$ cat config.mk
export PLATFORM = sky130hd
export DESIGN_NAME = dma_desc_port_arb
export DESIGN_NICKNAME = d
export VERILOG_FILES = /design/src/rtl/dma_pkg.sv /design/src/rtl/dma_rr_arb2.sv /design/src/rtl/dma_desc_port_arb.sv
export SDC_FILE = /design/constraint.sdc
export NUM_CORES = 1
export LEC_CHECK = 0
export ABC_AREA = 1
export CAP_MARGIN = 5
export CORE_AREA = 2 2 98 100
export CTS_CLUSTER_SIZE = 8
export DETAILED_ROUTE_END_ITERATION = 10
export DIE_AREA = 0 0 100 102
export SYNTH_ARGS = -nofsm -noshare
export SYNTH_HDL_FRONTEND = slang
export SYNTH_SLANG_ARGS = --single-unit
$ cat constraint.sdc
create_clock -name clk -period 3 [get_ports clk]
set_input_delay 0.75 -clock clk [delete_from_list [all_inputs] [get_ports clk]]
set_output_delay 0.75 -clock clk [all_outputs]
set_load 0.01 [all_outputs]
$ cat src/rtl/dma_pkg.sv
// Shared types and width defaults for the scatter-gather DMA descriptor path.
// Holds the descriptor-port arbiter FSM encoding and grant-owner encoding.
package dma_pkg;

    localparam int DMA_ADDR_W   = 32;
    localparam int DMA_DATA_W   = 32;
    localparam int DMA_BCOUNT_W = 4;

    typedef enum logic [1:0] {
        IDLE    = 2'd0,
        RD_CMD  = 2'd1,
        RD_DATA = 2'd2,
        WR      = 2'd3
    } desc_arb_state_t;

    typedef enum logic {
        GNT_FETCH = 1'b0,
        GNT_UPD   = 1'b1
    } gnt_owner_t;

endpackage

$ cat src/rtl/dma_rr_arb2.sv
// Two-requester round-robin picker; the last-grant flag moves only when a
// command is actually accepted by the master, not when it is merely granted.
import dma_pkg::*;

module dma_rr_arb2 (
    input  logic       clk,
    input  logic       reset,
    input  logic       req_fetch_i,
    input  logic       req_upd_i,
    input  logic       accept_i,
    input  gnt_owner_t accept_owner_i,
    output logic       gnt_valid_o,
    output gnt_owner_t gnt_owner_o
);

    gnt_owner_t last_q;
    gnt_owner_t last_d;

    // Reset to the update owner so the fetch path wins the first tie.
    always_ff @(posedge clk) begin
        if (reset) begin
            last_q <= GNT_UPD;
        end else begin
            last_q <= last_d;
        end
    end

    always_comb begin
        last_d = last_q;
        if (accept_i) begin
            last_d = accept_owner_i;
        end
    end

    always_comb begin
        gnt_valid_o = req_fetch_i | req_upd_i;
        gnt_owner_o = GNT_FETCH;
        if (req_fetch_i && req_upd_i) begin
            gnt_owner_o = (last_q == GNT_FETCH) ? GNT_UPD : GNT_FETCH;
        end else if (req_upd_i) begin
            gnt_owner_o = GNT_UPD;
        end
    end

endmodule

$ cat src/rtl/dma_desc_port_arb.sv
// Shares one AVMM descriptor-memory master between the fetch (burst read) and
// status-update (single write) paths; writes wait for all read beats.
import dma_pkg::*;

module dma_desc_port_arb #(
    parameter int ADDR_W   = DMA_ADDR_W,
    parameter int DATA_W   = DMA_DATA_W,
    parameter int BCOUNT_W = DMA_BCOUNT_W
) (
    input  logic                clk,
    input  logic                reset,
    input  logic                fetch_read_i,
    input  logic [BCOUNT_W-1:0] fetch_bcount_i,
    input  logic [ADDR_W-1:0]   fetch_addr_i,
    output logic                fetch_waitrequest_o,
    output logic [DATA_W-1:0]   fetch_rddata_o,
    output logic                fetch_readdatavalid_o,
    input  logic                upd_wr_i,
    input  logic [DATA_W-1:0]   upd_data_i,
    input  logic [DATA_W/8-1:0] upd_be_i,
    input  logic [ADDR_W-1:0]   upd_addr_i,
    output logic                upd_wait_req_o,
    output logic                mst_read_o,
    output logic                mst_write_o,
    output logic [ADDR_W-1:0]   mst_addr_o,
    output logic [BCOUNT_W-1:0] mst_bcount_o,
    output logic [DATA_W-1:0]   mst_wrdata_o,
    output logic [DATA_W/8-1:0] mst_be_o,
    input  logic                mst_waitrequest_i,
    input  logic [DATA_W-1:0]   mst_rddata_i,
    input  logic                mst_readdatavalid_i,
    output logic                spurious_rdv_o
);

    desc_arb_state_t     state_q, state_d;
    logic [BCOUNT_W-1:0] beats_q, beats_d;
    logic                spur_q, spur_d;
    logic                rd_acc, wr_acc;
    logic                gnt_valid;
    gnt_owner_t          gnt_owner;

    assign rd_acc = (state_q == RD_CMD) && !mst_waitrequest_i;
    assign wr_acc = (state_q == WR) && !mst_waitrequest_i;

    dma_rr_arb2 u_rr (
        .clk            (clk),
        .reset          (reset),
        .req_fetch_i    (fetch_read_i),
        .req_upd_i      (upd_wr_i),
        .accept_i       (rd_acc | wr_acc),
        .accept_owner_i (wr_acc ? GNT_UPD : GNT_FETCH),
        .gnt_valid_o    (gnt_valid),
        .gnt_owner_o    (gnt_owner)
    );

    always_ff @(posedge clk) begin
        if (reset) begin
            state_q <= IDLE;
            beats_q <= '0;
            spur_q  <= 1'b0;
        end else begin
            state_q <= state_d;
            beats_q <= beats_d;
            spur_q  <= spur_d;
        end
    end

    always_comb begin
        state_d = state_q;
        unique case (state_q)
            IDLE: begin
                if (gnt_valid) begin
                    state_d = (gnt_owner == GNT_FETCH) ? RD_CMD : WR;
                end
            end
            RD_CMD: begin
                if (rd_acc) begin
                    state_d = (fetch_bcount_i == '0) ? IDLE : RD_DATA;
                end
            end
            RD_DATA: begin
                if (mst_readdatavalid_i && beats_q == BCOUNT_W'(1)) begin
                    state_d = IDLE;
                end
            end
            WR: begin
                if (wr_acc) begin
                    state_d = IDLE;
                end
            end
            default: state_d = IDLE;
        endcase
    end

    // Beats arriving outside RD_DATA are flagged but never counted.
    always_comb begin
        beats_d = beats_q;
        spur_d  = spur_q;
        if (rd_acc) begin
            beats_d = fetch_bcount_i;
        end else if (state_q == RD_DATA && mst_readdatavalid_i) begin
            beats_d = beats_q - BCOUNT_W'(1);
        end
        if (mst_readdatavalid_i && state_q != RD_DATA) begin
            spur_d = 1'b1;
        end
    end

    always_comb begin
        mst_read_o            = 1'b0;
        mst_write_o           = 1'b0;
        mst_addr_o            = '0;
        mst_bcount_o          = '0;
        mst_wrdata_o          = '0;
        mst_be_o              = '0;
        fetch_waitrequest_o   = 1'b1;
        upd_wait_req_o        = 1'b1;
        fetch_rddata_o        = '0;
        fetch_readdatavalid_o = 1'b0;
        unique case (state_q)
            RD_CMD: begin
                mst_read_o          = 1'b1;
                mst_addr_o          = fetch_addr_i;
                mst_bcount_o        = fetch_bcount_i;
                fetch_waitrequest_o = mst_waitrequest_i;
            end
            RD_DATA: begin
                fetch_rddata_o        = mst_rddata_i;
                fetch_readdatavalid_o = mst_readdatavalid_i;
            end
            WR: begin
                mst_write_o    = 1'b1;
                mst_addr_o     = upd_addr_i;
                mst_wrdata_o   = upd_data_i;
                mst_be_o       = upd_be_i;
                upd_wait_req_o = mst_waitrequest_i;
            end
            default: ;
        endcase
    end

    assign spurious_rdv_o = spur_q;

endmodule
# --- Yosys cells after proc, flatten, opt, wreduce, memory -nomap -nowiden ---
# Index checks and enable logic that the tools add are counted.
classes:
  n_addsub: 1
  mul: 0
  n_div: 0
  n_lt_le_gt_ge: 0
  n_eq_ne: 9
  shift: 0
  n_mux: 23
  bitwise: 2
  n_reduce_logical: 11
ops:
  columns: ["operator", "n"]
  rows:
  - ["32-bit two-way mux", 2]
  - ["32-bit one-hot mux with 2 select lines", 1]
  - ["4-bit two-way mux", 4]
  - ["2-bit two-way mux", 6]
  - ["2-bit != test (second input constant)", 5]
  - ["1-bit two-way mux", 9]
  - ["2-bit one-hot mux with 4 select lines", 1]
  - ["1-bit logical AND", 6]
  - ["2-bit equality test (second input constant)", 2]
  - ["4-bit by 1-bit equality test with 1-bit output (second input constant)", 1]
  - ["4-bit logical NOT", 1]
  - ["4-bit AND reduction", 1]
  - ["4-bit by 1-bit subtractor with 4-bit output (second input constant)", 1]
  - ["2-bit by 1-bit equality test with 1-bit output (second input constant)", 1]
  - ["2-bit logical NOT", 1]
  - ["1-bit bitwise OR", 2]
  - ["2-bit nonzero test", 1]
  - ["1-bit logical NOT", 1]
totals:
  ff_bits: 8
  latchBits: 0
  mem_bits_rw: 0
  mem_bits_ro: 0
  output_inout_bits: 110
  word_cells: 50
  memories: 0

# --- Logic depth before layout (Yosys ltp) ---
# Gate-level depths: netlist of the first run.
depth:
  word_depth: 5
  depth_mapped: 10
  ltp_nobuf: 10

# --- By module ---
# Synthesis of the first run repeated with hierarchy kept, for this count alone.
hier_totals:
  hier_cells: 278
  area_unflattened_um2: 1503.9
modules_own_cells:
  columns: ["module", "n_inst", "cells_each", "area_per_inst_um2"]
  rows:
  - ["dma_desc_port_arb", 1, 270, 1450.1]
  - ["dma_rr_arb2", 1, 8, 53.8]

# --- Least setup slack after synthesis of the first run ---
# Ideal clock, no wire load.
synth_timing:
  path_kind: "reg2out"
  start: "reg state_q[0]"
  end: "out mst_bcount_o[0]"
  arrival_ps: 1124
  required_ps: 2250
  setup_slack_ps: 1126
  stages_incl_launch_ff: 6
  cell_sequence: "dfxtp_1 -> inv_2 -> nor2_4 -> buf_2 -> inv_1 -> nor2_1"
synth_between:
  elab_chain_cells: 2
synth_lines:
  columns: ["item", "line_no", "text"]
  rows:
  - ["start: declaration", "dma_desc_port_arb.sv:35", "desc_arb_state_t state_q, state_d;"]
  - ["start signal: assignment", "dma_desc_port_arb.sv:62", "state_q <= state_d;"]
  - ["2-bit by 1-bit equality test with 1-bit output", "dma_desc_port_arb.sv:120", "unique case (state_q)"]
  - ["4-bit two-way mux", "dma_desc_port_arb.sv:120", null]
  - ["end: declaration", "dma_desc_port_arb.sv:26", "output logic [BCOUNT_W-1:0] mst_bcount_o,"]
# No other way between the ends.

# --- Final worst setup path of the first run ---
layout_timing:
  start: "reg state_q[0]"
  end: "out mst_addr_o[13]"
layout_between:
  elab_chain_cells: 2
  word_cells_on_any_way: 3
layout_lines:
  columns: ["item", "line_no", "text"]
  rows:
  - ["2-bit equality test or 2-bit by 1-bit equality test with 1-bit output (tied branches)", "dma_desc_port_arb.sv:120", null]
  - ["32-bit one-hot mux with 2 select lines *", "dma_desc_port_arb.sv:120", null]
  - ["end: declaration", "dma_desc_port_arb.sv:25", "output logic [ADDR_W-1:0] mst_addr_o,"]
# Mark *: on every way between the ends. The rest lies on a longest branch, timed or not.

==> flow_metrics.py, run 1 <==
metrics = {
    "outcome": {
        "status": "completed",
    },
    "power_and_ir_drop": {
        "seqPwrFrac_pct": 10.5,
        "power_frac_clock_pct": 8.4,
        "p_leak_nw": 1.90,
        "power_mw": 1.60,
        "combPwrFrac_pct": 81.1,
        "powerDensity_nw_per_um2": 394,
        "p_int_mw": 0.963,
        "p_sw_share_pct": 39.8,
        "p_switching_mw": 0.637,
        "irDropWorstVdd_v": 0.000391,
    },
    "sta": {
        "tightest_slew_ps": 588,
        "max_clock_freq_mhz": 360,
        "setup_ws_ps": 220,
        "fin_setup_tns_ps": 0,
        "maxSlewViolCount": 0,
        "slew_headroom_pct": 60.7,
        "setup_violations": 0,
        "fin_skew_ps": 1.26,
        "period_share_pct": 92.7,
        "period_minus_slack_ps": 2780,
        "finalHoldViolations": 0,
        "rsz0062_at_grt": "false",
    },
    "place": {
        "gp_congestion": 0.821,
        "dpl.hpwl_um": 7380,
        "pre_cts_slack_ps": 264,
        "portBuffers": 251,
    },
    "cts": {
        "cts_tree": "done",
        "clock-root-buffer": "clkbuf_8",
        "clk_path_buf_depth": 2,
        "hold_buffers": 0,
        "htreeDepth": 1,
        "post_cts_resized": 0,
        "clock_sinks": 8,
        "clkLatencyLatePin_ps": 230,
        "cts-buffers-inserted": 3,
        "cts.clk_slew.worst_paths_ps": 40,
        "cts_setup_buffers": 0,
    },
    "grt": {
        "antenna_found_initial": 0,
        "grt_max_degree": 37,
        "gr-total-overflow": 0,
        "grt_first_pass_wirelength_um": 12200,
        "grt_pass1_vias": 2336,
        "grt_usage_pct": 15.1,
    },
    "floorplan": {
        "dieArea_um2": 10200,
        "top_level_ports": 252,
        "num_rows": 35,
        "start_util_pct": 15.2,
        "core_area_um2": 9110,
        "die_w_um": 100,
        "die_h_um": 102,
    },
    "critical_path": {
        "startpoint": "state_q[0]",
        "criticalPathCategory": "flop to primary output",
        "cp_slowest_stage_delay_ps": 550,
        "worstPathRequired_ps": 2250,
        "crit_arrival_ps": 2030,
        "path_cells": "nand2_2 > inv_2 > a22o_1 > clkdlybuf4s50_1",
        "cp_max_fo": 34,
        "regToRegStartpoint": "state_q[1]",
        "worstSetupStartpointType": "flop",
        "end_kind": "primary output",
        "slowest_stage": "clkdlybuf4s50_1",
    },
    "final_layout": {
        "multi_input_comb_area_um2": 845,
        "ff_latch_area_um2": 160,
        "area_growth_syn_to_layout_pct": 194,
        "fill_cells": 931,
        "final_nets": 660,
        "insertedDiodeCount": 0,
        "drive_above_1_share_pct": 2.53,
    },
    "yosys": {
        "synth-seq-cells": 8,
        "synth_cells": 269,
        "seq_area_frac_synth_pct": 11.6,
        "yosysTopAreaCell": "nor2_1",
        "syn-num-nets": 413,
        "yosysTopAreaCellShare_pct": 23.7,
        "synth.area.top_cells": "nor2_1, inv_1, a22o_1",
        "synth_cell_types": 22,
        "yosys_warnings": 0,
        "syn_area_um2": 1380,
        "postSynthAreaPerCell_um2": 5.13,
    },
    "routing": {
        "routed.top_layer": "met4",
        "wl_met1_um": 3250,
        "wl_met3_um": 815,
        "finalWirelength_um": 8580,
        "vias": 2479,
        "ant_nets": 0,
        "wl_met2_um": 4360,
        "first_pass_iters": 4,
        "viasPerCell": 3.97,
        "wire_per_inst_um": 13.7,
        "drt_iter0_markers": 47,
        "drc_errors": 0,
    },
    "min_path": {
        "min-delay-start": "spurious_rdv_o",
        "hp-class": "flop to flop",
    },
    "run": {
        "cap_violations": 0,
    },
}
==> cell type report <==
type	instances	share of cell area (%)
clock buffer	3	1.02
inverter	86	7.96
multi-input combinational	163	20.8
sequential	8	3.95
tap	111	3.42
timing repair buffer	254	62.8
==> layer usage <==
| layer | track usage [%] | up-vias |
|---|---|---|
| met3 | 5.13 | 12 |
| met5 | 0 | - |
| met2 | 27.6 | 109 |
| met1 | 17.0 | 1072 |
| li1 | - | 1286 |
| met4 | 3.27 | 0 |
==> layout by cell type, fill, tap and decap left out, drive strengths merged <==
cell type      instances
a21oi                  5
a22o                  32
nor2                  88
nand3b                 1
clkdlybuf4s50        251
ha                     2
nand2                 22
nand3                  5
clkinv                 1
dfxtp                  8
clkbuf                 3
o21ai                  5
inv                   85
nand4                  1
nor3                   1
buf                    3
xor2                   1
==> power by group through the flow <==
stage | clock network [mW] | registers, mW | logic [mW]
after global placement | 0 | 0.170 | 1.30
after detailed placement | 0 | 0.170 | 1.30
after floorplan | 0 | 0.164 | 0.567
after CTS | 0.139 | 0.168 | 1.31
final | 0.135 | 0.168 | 1.30
after global routing | 0.145 | 0.173 | 1.41
==> state kept, by name (all words and copies together) (netlist names) <==
signal          count
state_q             2
spurious_rdv_o      1
beats_q             4
u_rr.last_q         1
==> final timing paths <==
kind / endpoint / slack [ps] / cells after the start
worst max register to register: beats_q[0] / 1690 / 7
worst min register to register: spurious_rdv_o / 470 / 2
worst min-delay path: spurious_rdv_o / 470 / 2
worst max-delay path: mst_addr_o[13] / 220 / 4
==> critical path, delay by kind of cell, from the launching register on <==
kind / cells / cell delay [ps]
DFF: 1 / 410
AOI/OAI and AO/OA: 1 / 290
buffers and inverters: 2 / 990
and+or+nand+nor: 1 / 90
==> metrics by stage <==
| stage | hold slack [ps] | util [%] | area, um^2 | cells |
|---|---|---|---|---|
| after floorplan | 429 | - | 1380 | 269 |
| after global placement | 457 | 44.1 | 4010 | 622 |
| after detailed placement | 462 | 44.1 | 4010 | 622 |
| after CTS | 474 | 44.5 | 4060 | 625 |
| after global routing | 522 | 44.5 | 4060 | 625 |
| final | 473 | 44.5 | 4060 | 625 |
==> synthesized netlist by cell type, drive strengths merged <==
cell    instances
xor2            1
dfxtp           8
nand3b          1
nand3           5
a21oi           5
clkinv          1
nand2          22
inv            85
o21ai           5
nand4           1
nor2           88
nor3            1
ha              2
clkbuf          3
buf             9
a22o           32
==> cell families after synthesis <==
| logic type | synth area share, % |
|---|---|
| AO/OA/AOI/OAI | 24.2 |
| XOR/XNOR | 0.635 |
| AND/OR/NAND/NOR | 34.5 |
| buffers and inverters | 27.2 |
| adder cells (fa/ha/maj) | 1.81 |
| flip-flops | 11.6 |
Power figures use the tool's default switching activity.
==> run 2, diff against run 1 <==
SETUP_SLACK_MARGIN = 0.02   (was default)
==> results of run 2 <==
Same layout as run 1: the final DEF is identical, and so are final timing and power.
==> run 3, diff against run 2 <==
HOLD_SLACK_MARGIN = 0.03   (was default)
==> results of run 3 <==
Same layout as run 1: the final DEF is identical, and so are final timing and power.
